===== config.mk =====
export PLATFORM = sky130hd
export DESIGN_NAME = sample_sequencer
export DESIGN_NICKNAME = d
export VERILOG_FILES = /design/src/rtl/audio_pkg.sv /design/src/rtl/wait_timer.sv /design/src/rtl/sample_sequencer.sv
export SDC_FILE = /design/constraint.sdc
export NUM_CORES = 1
export LEC_CHECK = 0
export ABC_AREA = 1
export ABC_CLOCK_PERIOD_IN_PS = 3260
export BUFFER_PORTS_ARGS = -buffer_cell sky130_fd_sc_hd__buf_4
export CAP_MARGIN = 10
export CORE_ASPECT_RATIO = 2
export CORE_MARGIN = 10
export CORE_UTILIZATION = 45
export DETAILED_ROUTE_END_ITERATION = 8
export PLACE_DENSITY = 0.7
export SLEW_MARGIN = 25
export SYNTH_ARGS = -nofsm -noshare
export SYNTH_HDL_FRONTEND = slang
export SYNTH_SLANG_ARGS = --single-unit

===== constraint.sdc =====
create_clock -name sysclk -period 3.26 [get_ports sysclk]
set_input_delay 0.326 -clock sysclk [delete_from_list [all_inputs] [get_ports sysclk]]
set_output_delay 0.326 -clock sysclk [all_outputs]
set_load 0.01 [all_outputs]

===== src/rtl/audio_pkg.sv =====
// Shared definitions for the 10 kHz audio sample path.
// Holds the sample width, sequencer state encoding and default stall limit.
package audio_pkg;
  localparam int DW                  = 10;
  localparam int SEQ_TIMEOUT_DEFAULT = 1023;

  typedef enum logic [1:0] {
    IDLE      = 2'd0,
    ADC_WAIT  = 2'd1,
    PROC_WAIT = 2'd2
  } seq_state_t;
endpackage


===== src/rtl/wait_timer.sv =====
// Loadable up-counter with synchronous clear and a terminal-count flag.
// o_tc flags the last permitted counting cycle (count == TERMINAL-1).
module wait_timer #(
  parameter int TERMINAL = 1023,
  parameter int CW       = $clog2(TERMINAL + 1)
) (
  input  logic          i_clk,
  input  logic          i_rst,
  input  logic          i_clr,
  input  logic          i_en,
  input  logic          i_load,
  input  logic [CW-1:0] i_load_val,
  output logic          o_tc
);
  logic [CW-1:0] r_cnt;

  always_ff @(posedge i_clk) begin
    if (i_rst || i_clr) begin
      r_cnt <= '0;
    end else if (i_load) begin
      r_cnt <= i_load_val;
    end else if (i_en) begin
      r_cnt <= r_cnt + 1'b1;
    end
  end

  assign o_tc = i_en && (r_cnt == CW'(TERMINAL - 1));
endmodule


===== src/rtl/sample_sequencer.sv =====
// One-sample-in-flight scheduler: tick -> ADC -> processor -> DAC load,
// with dropped-tick (overrun) accounting and per-stage stall abort.
module sample_sequencer
  import audio_pkg::*;
#(
  parameter int DW      = audio_pkg::DW,
  parameter int TIMEOUT = SEQ_TIMEOUT_DEFAULT
) (
  input  logic          sysclk,
  input  logic          reset,
  input  logic          tick,
  input  logic          bypass,
  input  logic          clr_err,
  output logic          adc_start,
  input  logic          adc_valid,
  input  logic [DW-1:0] adc_data,
  output logic          proc_start,
  output logic [DW-1:0] proc_din,
  input  logic          proc_done,
  input  logic [DW-1:0] proc_dout,
  output logic          dac_load,
  output logic [DW-1:0] dac_data,
  output logic          busy,
  output logic          overrun,
  output logic [7:0]    overrun_cnt,
  output logic          timeout_err,
  output logic [15:0]   sample_cnt
);
  seq_state_t    r_state, w_state_next;
  logic          r_adc_valid_d;
  logic          r_adc_start, r_proc_start, r_dac_load, r_busy, r_overrun, r_timeout_err;
  logic [DW-1:0] r_proc_din, r_dac_data;
  logic [7:0]    r_overrun_cnt;
  logic [15:0]   r_sample_cnt;
  logic          w_adc_rise, w_tc, w_drop;
  logic          w_adc_go, w_capture, w_proc_go, w_load, w_abort;

  function automatic logic [7:0] sat_inc8(input logic [7:0] v);
    return (v == 8'hFF) ? 8'hFF : v + 8'd1;
  endfunction

  assign w_adc_rise = adc_valid && !r_adc_valid_d;
  assign w_drop     = tick && (r_state != IDLE);

  // Counter restarts on every state change and idles at zero outside the wait states
  wait_timer #(.TERMINAL(TIMEOUT)) u_wait_timer (
    .i_clk      (sysclk),
    .i_rst      (reset),
    .i_clr      ((w_state_next != r_state) || (r_state == IDLE)),
    .i_en       (r_state != IDLE),
    .i_load     (1'b0),
    .i_load_val ('0),
    .o_tc       (w_tc)
  );

  always_comb begin
    w_state_next = r_state;
    w_adc_go     = 1'b0;
    w_capture    = 1'b0;
    w_proc_go    = 1'b0;
    w_load       = 1'b0;
    w_abort      = 1'b0;
    case (r_state)
      IDLE: begin
        if (tick) begin
          w_state_next = ADC_WAIT;
          w_adc_go     = 1'b1;
        end
      end
      ADC_WAIT: begin
        if (w_adc_rise) begin
          w_capture = 1'b1;
          if (bypass) begin
            w_load       = 1'b1;
            w_state_next = IDLE;
          end else begin
            w_proc_go    = 1'b1;
            w_state_next = PROC_WAIT;
          end
        end else if (w_tc) begin
          w_abort      = 1'b1;
          w_state_next = IDLE;
        end
      end
      PROC_WAIT: begin
        if (proc_done) begin
          w_load       = 1'b1;
          w_state_next = IDLE;
        end else if (w_tc) begin
          w_abort      = 1'b1;
          w_state_next = IDLE;
        end
      end
      default: w_state_next = IDLE;
    endcase
  end

  always_ff @(posedge sysclk) begin
    if (reset) begin
      r_state       <= IDLE;
      r_adc_valid_d <= 1'b0;
      r_adc_start   <= 1'b0;
      r_proc_start  <= 1'b0;
      r_dac_load    <= 1'b0;
      r_busy        <= 1'b0;
      r_overrun     <= 1'b0;
      r_timeout_err <= 1'b0;
      r_proc_din    <= '0;
      r_dac_data    <= '0;
      r_overrun_cnt <= '0;
      r_sample_cnt  <= '0;
    end else begin
      r_state       <= w_state_next;
      r_adc_valid_d <= adc_valid;
      r_adc_start   <= w_adc_go;
      r_proc_start  <= w_proc_go;
      r_dac_load    <= w_load;
      r_busy        <= (w_state_next != IDLE);
      r_overrun     <= w_drop;
      if (w_capture) r_proc_din <= adc_data;
      if (w_load) begin
        r_dac_data   <= (r_state == ADC_WAIT) ? adc_data : proc_dout;
        r_sample_cnt <= r_sample_cnt + 16'd1;
      end
      // A same-cycle drop outranks clr_err: the count restarts at one
      if (w_drop)       r_overrun_cnt <= clr_err ? 8'd1 : sat_inc8(r_overrun_cnt);
      else if (clr_err) r_overrun_cnt <= '0;
      if (w_abort)      r_timeout_err <= 1'b1;
      else if (clr_err) r_timeout_err <= 1'b0;
    end
  end

  assign adc_start   = r_adc_start;
  assign proc_start  = r_proc_start;
  assign proc_din    = r_proc_din;
  assign dac_load    = r_dac_load;
  assign dac_data    = r_dac_data;
  assign busy        = r_busy;
  assign overrun     = r_overrun;
  assign overrun_cnt = r_overrun_cnt;
  assign timeout_err = r_timeout_err;
  assign sample_cnt  = r_sample_cnt;
endmodule


# After elaboration in Yosys (flattened, before gate mapping)
# Cells that the tools add are included.
# word_totals
register_bits,63
input_bits,27
out_inout_bits,50
wordCells,62
# op_classes
n_addsub,3
eq_ne,5
mux,25
n_bitwise,3
reduce_logical,13
# op_table
op,n
$mux 8,4
$add 16x1->16 const B,1
$mux 1,12
$add 10x1->10 const B,1
$eq 10x10->1 const B,1
$mux 10,1
$mux 2,5
$add 8x1->8 const B,1
$eq 8x8->1 const B,1
$reduce_bool 2->1,4
$pmux 2 s3,1
$pmux 1 s2,2
$logic_and 1x1->1,3
$not 1->1,3
$reduce_or 3->1,1
$eq 2x1->1 const B,1
$eq 2x2->1 const B,1
$logic_not 2->1,1
$logic_or 1x1->1,2
$ne 2x2->1,1
$reduce_or 2->1,1
$logic_not 1->1,1

# Longest topological paths before layout
# Gate-level depths: netlist of run 1.
# logic_depth
depth_word,8
depth_mapped,12
mapped_depth_nobuf,12

# Modules after synthesis
# A second synthesis of run 1 with hierarchy kept.
# unflattened
cells_unflattened,477
hier_area_um2,3231.8
# modules_own_cells
mod,n_inst,cells_per_inst,area_per_inst_um2,seq_area_each_um2
sample_sequencer,1,385,2592.5,1061.0
wait_timer,1,92,639.4,200.2

# Least setup slack after synthesis of run 1
# OpenSTA, ideal clock, no wires.
# synth_timing
path_kind,register -> register
from,register r_state[1]
to,register u_wait_timer.r_cnt[1]
setup_time_ns,0.117
arrival_time_ns,1.527
required_time_ns,3.143
setup_slack_ns,1.616
stages_incl_launch_ff,13
n_path_buf,0
synth_period_minus_slack_ns,1.644
path_cell_list,dfxtp_1 inv_1 ha_1 inv_2 nand2_1 nor2_1 nand3_2 nand3_1 nand3_1 nand2_1 nand2_2 nand3_4 nor2_1
# synth_via
elab_chain_cells,8
elab_cells_between_ends,13
classes_between,eq/ne (3); mux (5); reduce/logical (5)
# synth_lines
element,line_no,rtl
from (decl),sample_sequencer.sv:29,"seq_state_t r_state, w_state_next;"
from (signal assigned),sample_sequencer.sv:113,r_state <= w_state_next;
$reduce_bool 2->1,sample_sequencer.sv:50,".i_en (r_state != IDLE),"
$logic_and 1x1->1,wait_timer.sv:27,assign o_tc = i_en && (r_cnt == CW'(TERMINAL - 1));
$mux 2,"sample_sequencer.sv:80, sample_sequencer.sv:89",
$mux 2 (on tied branches),"sample_sequencer.sv:86, sample_sequencer.sv:71",
$pmux 2 s3,sample_sequencer.sv:63,case (r_state)
$ne 2x2->1,sample_sequencer.sv:49,".i_clr ((w_state_next != r_state) || (r_state == IDLE)),"
$logic_or 1x1->1,sample_sequencer.sv:49,
$logic_or 1x1->1,wait_timer.sv:18,if (i_rst || i_clr) begin
to (signal assigned),wait_timer.sv:21,r_cnt <= i_load_val;
to (signal assigned),wait_timer.sv:23,r_cnt <= r_cnt + 1'b1;
to (decl),wait_timer.sv:15,logic [CW-1:0] r_cnt;
# Parallel ways exist; a longest one is shown, timed or not.
# A chain may end at the register's enable or synchronous reset.

# Worst setup path in the final report of run 1
# layout_timing
from,register r_state[1]
to,register r_sample_cnt[8] (netlist: sample_cnt[8])
# layout_via
elab_chain_cells,2
elab_cells_between_ends,3
classes_between,eq/ne (2); mux (1)
# layout_lines
element,line_no,rtl
$eq 2x2->1 or $eq 2x1->1 (tied branches),sample_sequencer.sv:63,
$pmux 1 s2 *,sample_sequencer.sv:63,
to (signal assigned),sample_sequencer.sv:123,r_sample_cnt <= r_sample_cnt + 16'd1;
to (decl),sample_sequencer.sv:34,logic [15:0] r_sample_cnt;
# Mark *: on every way between the ends. The rest lies on a longest branch, timed or not.

==> flow_summary.yaml, run 1 <==
run_status:
  outcome: "completed"
timing:
  max_slew_margin: 0.673
  tns_ps: 0
  finalSetupViolCount: 0
  slew_violations: 0
  hold_viol: 0
  final.period_utilization: 0.800
  skew_ps: 3.40
  clock.fmax_mhz: 383
  tightest_slew_ps: 491
  rsz0062_at_grt: "false"
  period_minus_slack_ps: 2610
clock_network:
  cts_resized: 0
  cts-root-buf: "clkbuf_16"
  cts_max_level: 3
  cts-hold-fix-buffers: 0
  postCtsSetupBuffers: 0
  cts.sinks: 63
  insertion_delay_ps: 330
  tritoncts: "built"
  cts_buffers: 9
  cts_buffer_depth: 2
  path_clk_slew_ps: 50
floorplanning:
  die_height_um: 134
  dieArea_um2: 10300
  coreArea_um2: 6310
  start_util: 0.462
  die_x_um: 76.9
  pin_count: 77
  rows: 41
logic_synthesis:
  yosys-top-cells-count: "nand2_1, dfxtp_1, nor2_1"
  synth_cell_type_count: 33
  avgSynthCellArea_um2: 7.36
  synth_top_area_cell: "dfxtp_1"
  seq_area_frac_synth: 0.433
  netlist_area_um2: 2910
  synth_edf_count: 0
  ys_warn_count: 0
  yosysMostFrequentCell: "nand2_1"
  synth-seq-cells: 63
  ys_top_cells_by_area: "dfxtp_1, nand2_1, a21oi_1"
  synth_ff_type: "dfxtp_1"
  synth.top_cell.area_share: 0.433
  synth_cells: 396
  syn-num-nets: 431
  ys_async_sr_fraction: 0
pwr:
  pwr-share-comb: 0.076
  pwr_density_cell_nw_per_um2: 516
  p_seq_frac: 0.401
  ir_drop_mv: 0.391
  power_switching_mw: 0.434
  switching_share: 0.218
  p_clk_frac: 0.523
  power.internal_mw: 1.56
  p_leak_nw: 1.62
worst_setup_path:
  slowest_delay_ps: 440
  worstPathRequired_ps: 3470
  critical_path_class: "flop to flop"
  critPathMaxFanout: 36
  critPathArrivalTime_ps: 2820
  endpoint_kind: "flop"
  cp_num_buf_inv: 2
  cp_top_family: "simple AND/OR/NAND/NOR gates"
  reg2reg_depth: 9
  ff2ff_setup_slack_ps: 650
  crit_path_start_kind: "flop"
  r2r-end: "sample_cnt[8]"
  reg2reg_from: "r_state[1]"
  crit_slowest_cell: "dfxtp_1"
  crit_chain: "inv_1 -> ha_1 -> nand2_2 -> o22ai_2 -> nand2_2 -> clkinv_2 -> nand3_1 -> xor2_1 -> nor2_1"
  cpMostUsedCell: "nand2_2"
layout:
  syn_to_final_growth_pct: 32.5
  layout.cells.non_filler: 562
  antennaDiodeCount: 0
  fillers: 612
  num-nets-final: 506
  seq_area_um2: 1260
  final_layout_size_suffix_gt1_frac: 0.218
  multi_input_comb_area_um2: 1460
placed_design:
  gp_congestion: 0.842
  place_inst: 546
  detailed_place_hpwl_um: 5960
  portBuffers: 76
run:
  cap_violations: 0
drt:
  vias_per_cell: 5.07
  postRouteWirelength_um: 8240
  route.detailed.drc: 0
  drt_iter0_drc: 121
  firstDrtPassIters: 4
  routedWlPerCell_um: 14.7
  antenna_left: 0
  num_vias: 2852
global_route:
  grt-ovfl-total: 0
  grt_usage: 0.161
  antenna_found_initial: 0
  grt_pass1_wl_um: 13500
  grt_max_degree: 38
  grt_pass1_vias: 2892
worst_hold_path:
  hp-class: "input pin to flop"
  holdPathEnd: "proc_start"
  hold_start: "bypass"
  holdPathStages: 2
## metrics by stage
stage / hold slack [ps] / instance area, µm² / setup WS (ps) / utilization / total power [mW]
2_1_floorplan: 405 / 2910 / 1620 / - / 0.896
3_5_place_dp: 456 / 3530 / 668 / 0.560 / 0.966
5_1_grt: 187 / 3860 / 343 / 0.612 / 2.06
6_report: 186 / 3860 / 652 / 0.612 / 1.99
3_3_place_gp: 450 / 3530 / 769 / 0.560 / 0.962
4_1_cts: 175 / 3860 / 648 / 0.612 / 2.01
## final cells by class
type | instances | share of cell area
clock buffers | 13 | 0.0674
clock inverters | 3 | 0.0169
inverters | 36 | 0.0353
multi-input cells | 285 | 0.378
flip-flops and latches | 63 | 0.327
well taps | 86 | 0.0279
repair buffers | 76 | 0.148
## logic make-up after synthesis
family                     Yosys count  synth area share
AOI/OAI and AO/OA                   68             0.129
xor gates and xnor gates            20            0.0601
and+or+nand+nor                    189             0.277
buffers and inverters               48            0.0666
DFF                                 63             0.433
adders and majority gates            8            0.0344
## worst max-delay path by stage
stage               startpoint                    end  slack [ps]  cells after the start
finish              r_state[1]          sample_cnt[8]         650                      9
global route        r_state[1]          sample_cnt[8]         340                      9
CTS                 r_state[1]          sample_cnt[8]         650                      9
detailed placement  r_state[1]          sample_cnt[8]         670                      9
global placement    r_state[1]          sample_cnt[8]         770                      9
floorplan           r_state[1]  u_wait_timer.r_cnt[1]        1620                     12
## layer usage
layer	global-route usage	part of all wire	vias up	routed length, µm
li1	-	-	1431	-
met2	0.304	0.57	69	4680
met3	0.0428	0.040	21	326
met1	0.150	0.36	1331	2990
met4	0.0884	0.028	0	234
met5	0	0	-	0
## registers in the layout (all words and copies together) (netlist names)
| name | cells |
|---|---|
| busy | 1 |
| overrun | 1 |
| timeout_err | 1 |
| proc_din | 10 |
| overrun_cnt | 8 |
| sample_cnt | 16 |
| dac_data | 10 |
| u_wait_timer.r_cnt | 10 |
| dac_load | 1 |
| r_adc_valid_d | 1 |
| r_state | 2 |
| proc_start | 1 |
| adc_start | 1 |
## power groups by stage
stage | clock network (mW) | logic, mW | registers, mW
floorplan | 0 | 0.0783 | 0.818
global placement | 0 | 0.148 | 0.814
detailed placement | 0 | 0.151 | 0.815
CTS | 1.06 | 0.152 | 0.798
global route | 1.09 | 0.167 | 0.800
finish | 1.04 | 0.151 | 0.799
## placed cells by master, fill, tap and decap left out, types with 2 or more instances in the layout
cell       instances
a21oi_1           32
a31oi_1           12
buf_4             76
bufinv_16          2
clkbuf_1           2
clkbuf_16          9
clkbuf_8           2
clkinv_2           2
dfxtp_1           63
ha_1               8
inv_1             32
inv_2              2
nand2_1          110
nand2_2            4
nand3_1           18
nand3b_1           2
nand4_1            6
nor2_1            37
nor2_2             2
nor3_1             7
o21ai_0           17
xnor2_1            9
xor2_1            11
## worst register-to-register path: stages, from the launching register on
cell and delay, ps:
dfxtp_1 440, inv_1 130, ha_1 370, nand2_2 320
o22ai_2 130, nand2_2 250, clkinv_2 420, nand3_1 210
xor2_1 170, nor2_1 50
(Power assumes the default switching activity.)
==> inputs of run 2 (changes only) <==
--- a/config.mk
+++ b/config.mk
@@ -6,14 +6,14 @@
 export NUM_CORES = 1
 export LEC_CHECK = 0
 export ABC_AREA = 1
-export ABC_CLOCK_PERIOD_IN_PS = 3260
+export ABC_CLOCK_PERIOD_IN_PS = 2090
 export BUFFER_PORTS_ARGS = -buffer_cell sky130_fd_sc_hd__buf_4
 export CAP_MARGIN = 10
 export CORE_ASPECT_RATIO = 2
 export CORE_MARGIN = 10
 export CORE_UTILIZATION = 45
 export DETAILED_ROUTE_END_ITERATION = 8
-export PLACE_DENSITY = 0.7
+export PLACE_DENSITY = 0.73
 export SLEW_MARGIN = 25
 export SYNTH_ARGS = -nofsm -noshare
 export SYNTH_HDL_FRONTEND = slang
==> constraint.sdc (replaced) <==
create_clock -name sysclk -period 2.09 [get_ports sysclk]
set_input_delay 0.209 -clock sysclk [delete_from_list [all_inputs] [get_ports sysclk]]
set_output_delay 0.209 -clock sysclk [all_outputs]
set_load 0.01 [all_outputs]
==> flow_summary.yaml, run 2 (synthesized netlist as in run 1, its figures left out) <==
global_route:
  grt_usage: 0.161
  grt-ovfl-total: 0
  grt_max_degree: 37
  grt_pass1_vias: 2882
  grt_pass1_wl_um: 13400
  antenna_found_initial: 0
drt:
  drt_iter0_drc: 181
  num_vias: 2856
  vias_per_cell: 5.01
  routedWlPerCell_um: 14.1
  route.detailed.drc: 0
  antenna_left: 0
  firstDrtPassIters: 4
  postRouteWirelength_um: 8060
layout:
  layout_common_cells: "nand2_1, buf_4, dfxtp_1"
  fillers: 616
  antennaDiodeCount: 0
  layout.cells.non_filler: 570
  seq_area_um2: 1260
  largest_reg_flops: 16
  num-nets-final: 514
  postLayoutCellArea_um2: 3910
  syn_to_final_growth_pct: 34.2
  multi_input_comb_area_um2: 1460
  layout_commonest_cell: "nand2_1"
  final_layout_size_suffix_gt1_frac: 0.236
placed_design:
  place_inst: 554
  portBuffers: 76
  dp_slack_ps: 181
  gp_congestion: 0.852
  detailed_place_hpwl_um: 5920
  place_area_um2: 3590
clock_network:
  cts-root-buf: "clkbuf_16"
  cts-hold-fix-buffers: 0
  insertion_delay_ps: 330
  tritoncts: "built"
  path_clk_slew_ps: 50
  cts_buffer_depth: 2
  cts_buffers: 9
  cts.sinks: 63
  cts_max_level: 3
run:
  cap_violations: 0
worst_hold_path:
  hp-class: "input pin to flop"
timing:
  period_minus_slack_ps: 1870
  rsz0062_at_grt: "false"
  fin_ws_ps: 223
  tightest_slew_ps: 482
  max_slew_margin: 0.678
  final.period_utilization: 0.894
  skew_ps: 6.03
  tns_ps: 0
  clock.fmax_mhz: 535
  finalSetupViolCount: 0
  hold_viol: 0
  slew_violations: 0
floorplanning:
  die_height_um: 134
  rows: 41
  dieArea_um2: 10300
  start_util: 0.462
  die_x_um: 76.9
  pin_count: 77
  coreArea_um2: 6310
pwr:
  pwr_density_cell_nw_per_um2: 780
  power_mw: 3.05
  ir_drop_mv: 0.557
  p_leak_nw: 1.65
worst_setup_path:
  critPathArrivalTime_ps: 2130
  worstPathRequired_ps: 2360
  critPathMaxFanout: 12
  crit_path_start_kind: "flop"
  critical_path_class: "flop to flop"
  endpoint_kind: "flop"
run_status:
  outcome: "completed"
## run 2: changes by cell type in the layout (fill, tap and decap cells not counted), sizes merged
cell	before	now
buf	76	84
clkinv	3	4
clkbuf	13	12
## run 2: repair_timing
| action | 4_1_cts | 5_1_grt |
|---|---|---|
| setup buffers | 0 | 0 |
| setup endpoints to repair | 0 | 10 |
| resized for setup | 0 | 4 |
| endpoints found under the hold margin | 0 | 0 |
## run 2: layout make-up
cell class                      count  area share
Clock buffer                       12      0.0605
Sequential cell                    63       0.323
Inverter                           36      0.0349
Multi-Input combinational cell    285       0.374
Timing Repair Buffer               84       0.162
Clock inverter                      4      0.0179
Tap cell                           86      0.0275
## run 2: worst paths after layout
kind	start	to	slack (ps)	cells after the start
setup / recovery	r_state[1]	u_wait_timer.r_cnt[9]	220	11
hold / removal	bypass	proc_start	50	2
setup reg to reg	r_state[1]	u_wait_timer.r_cnt[9]	220	11
hold reg to reg	proc_din[4]	proc_din[4]	470	2
## run 2: per-layer routing
layer	GRT usage	routed length, µm	up-vias	part of all wire
li1	-	-	1452	-
met2	0.302	4470	69	0.55
met4	0.0884	214	0	0.027
met1	0.145	2940	1320	0.37
met5	0	0	-	0
met3	0.0529	438	15	0.054
## run 2: power by group
part           switching [mW]  total [mW]  internal [mW]  leakage, nW
logic                   0.143       0.246          0.103        0.989
registers              0.0187        1.25           1.23        0.510
clock network           0.517        1.56           1.04        0.151
## run 2: worst max-delay path, cell delays in order (launching register included)
cell     delay [ps]
dfxtp_2         350
inv_1           120
ha_2            210
buf_6           160
nand2_1         120
a21oi_1         150
nand2_1          70
nand2_1          50
nand2_1          90
a21oi_2         200
nand3_4         150
nor2_1          120
## run 2: stage by stage
stage	util	hold WS [ps]
2_1_floorplan	-	288
3_3_place_gp	0.570	397
3_5_place_dp	0.570	399
4_1_cts	0.618	46.8
5_1_grt	0.619	59.2
6_report	0.619	54.7
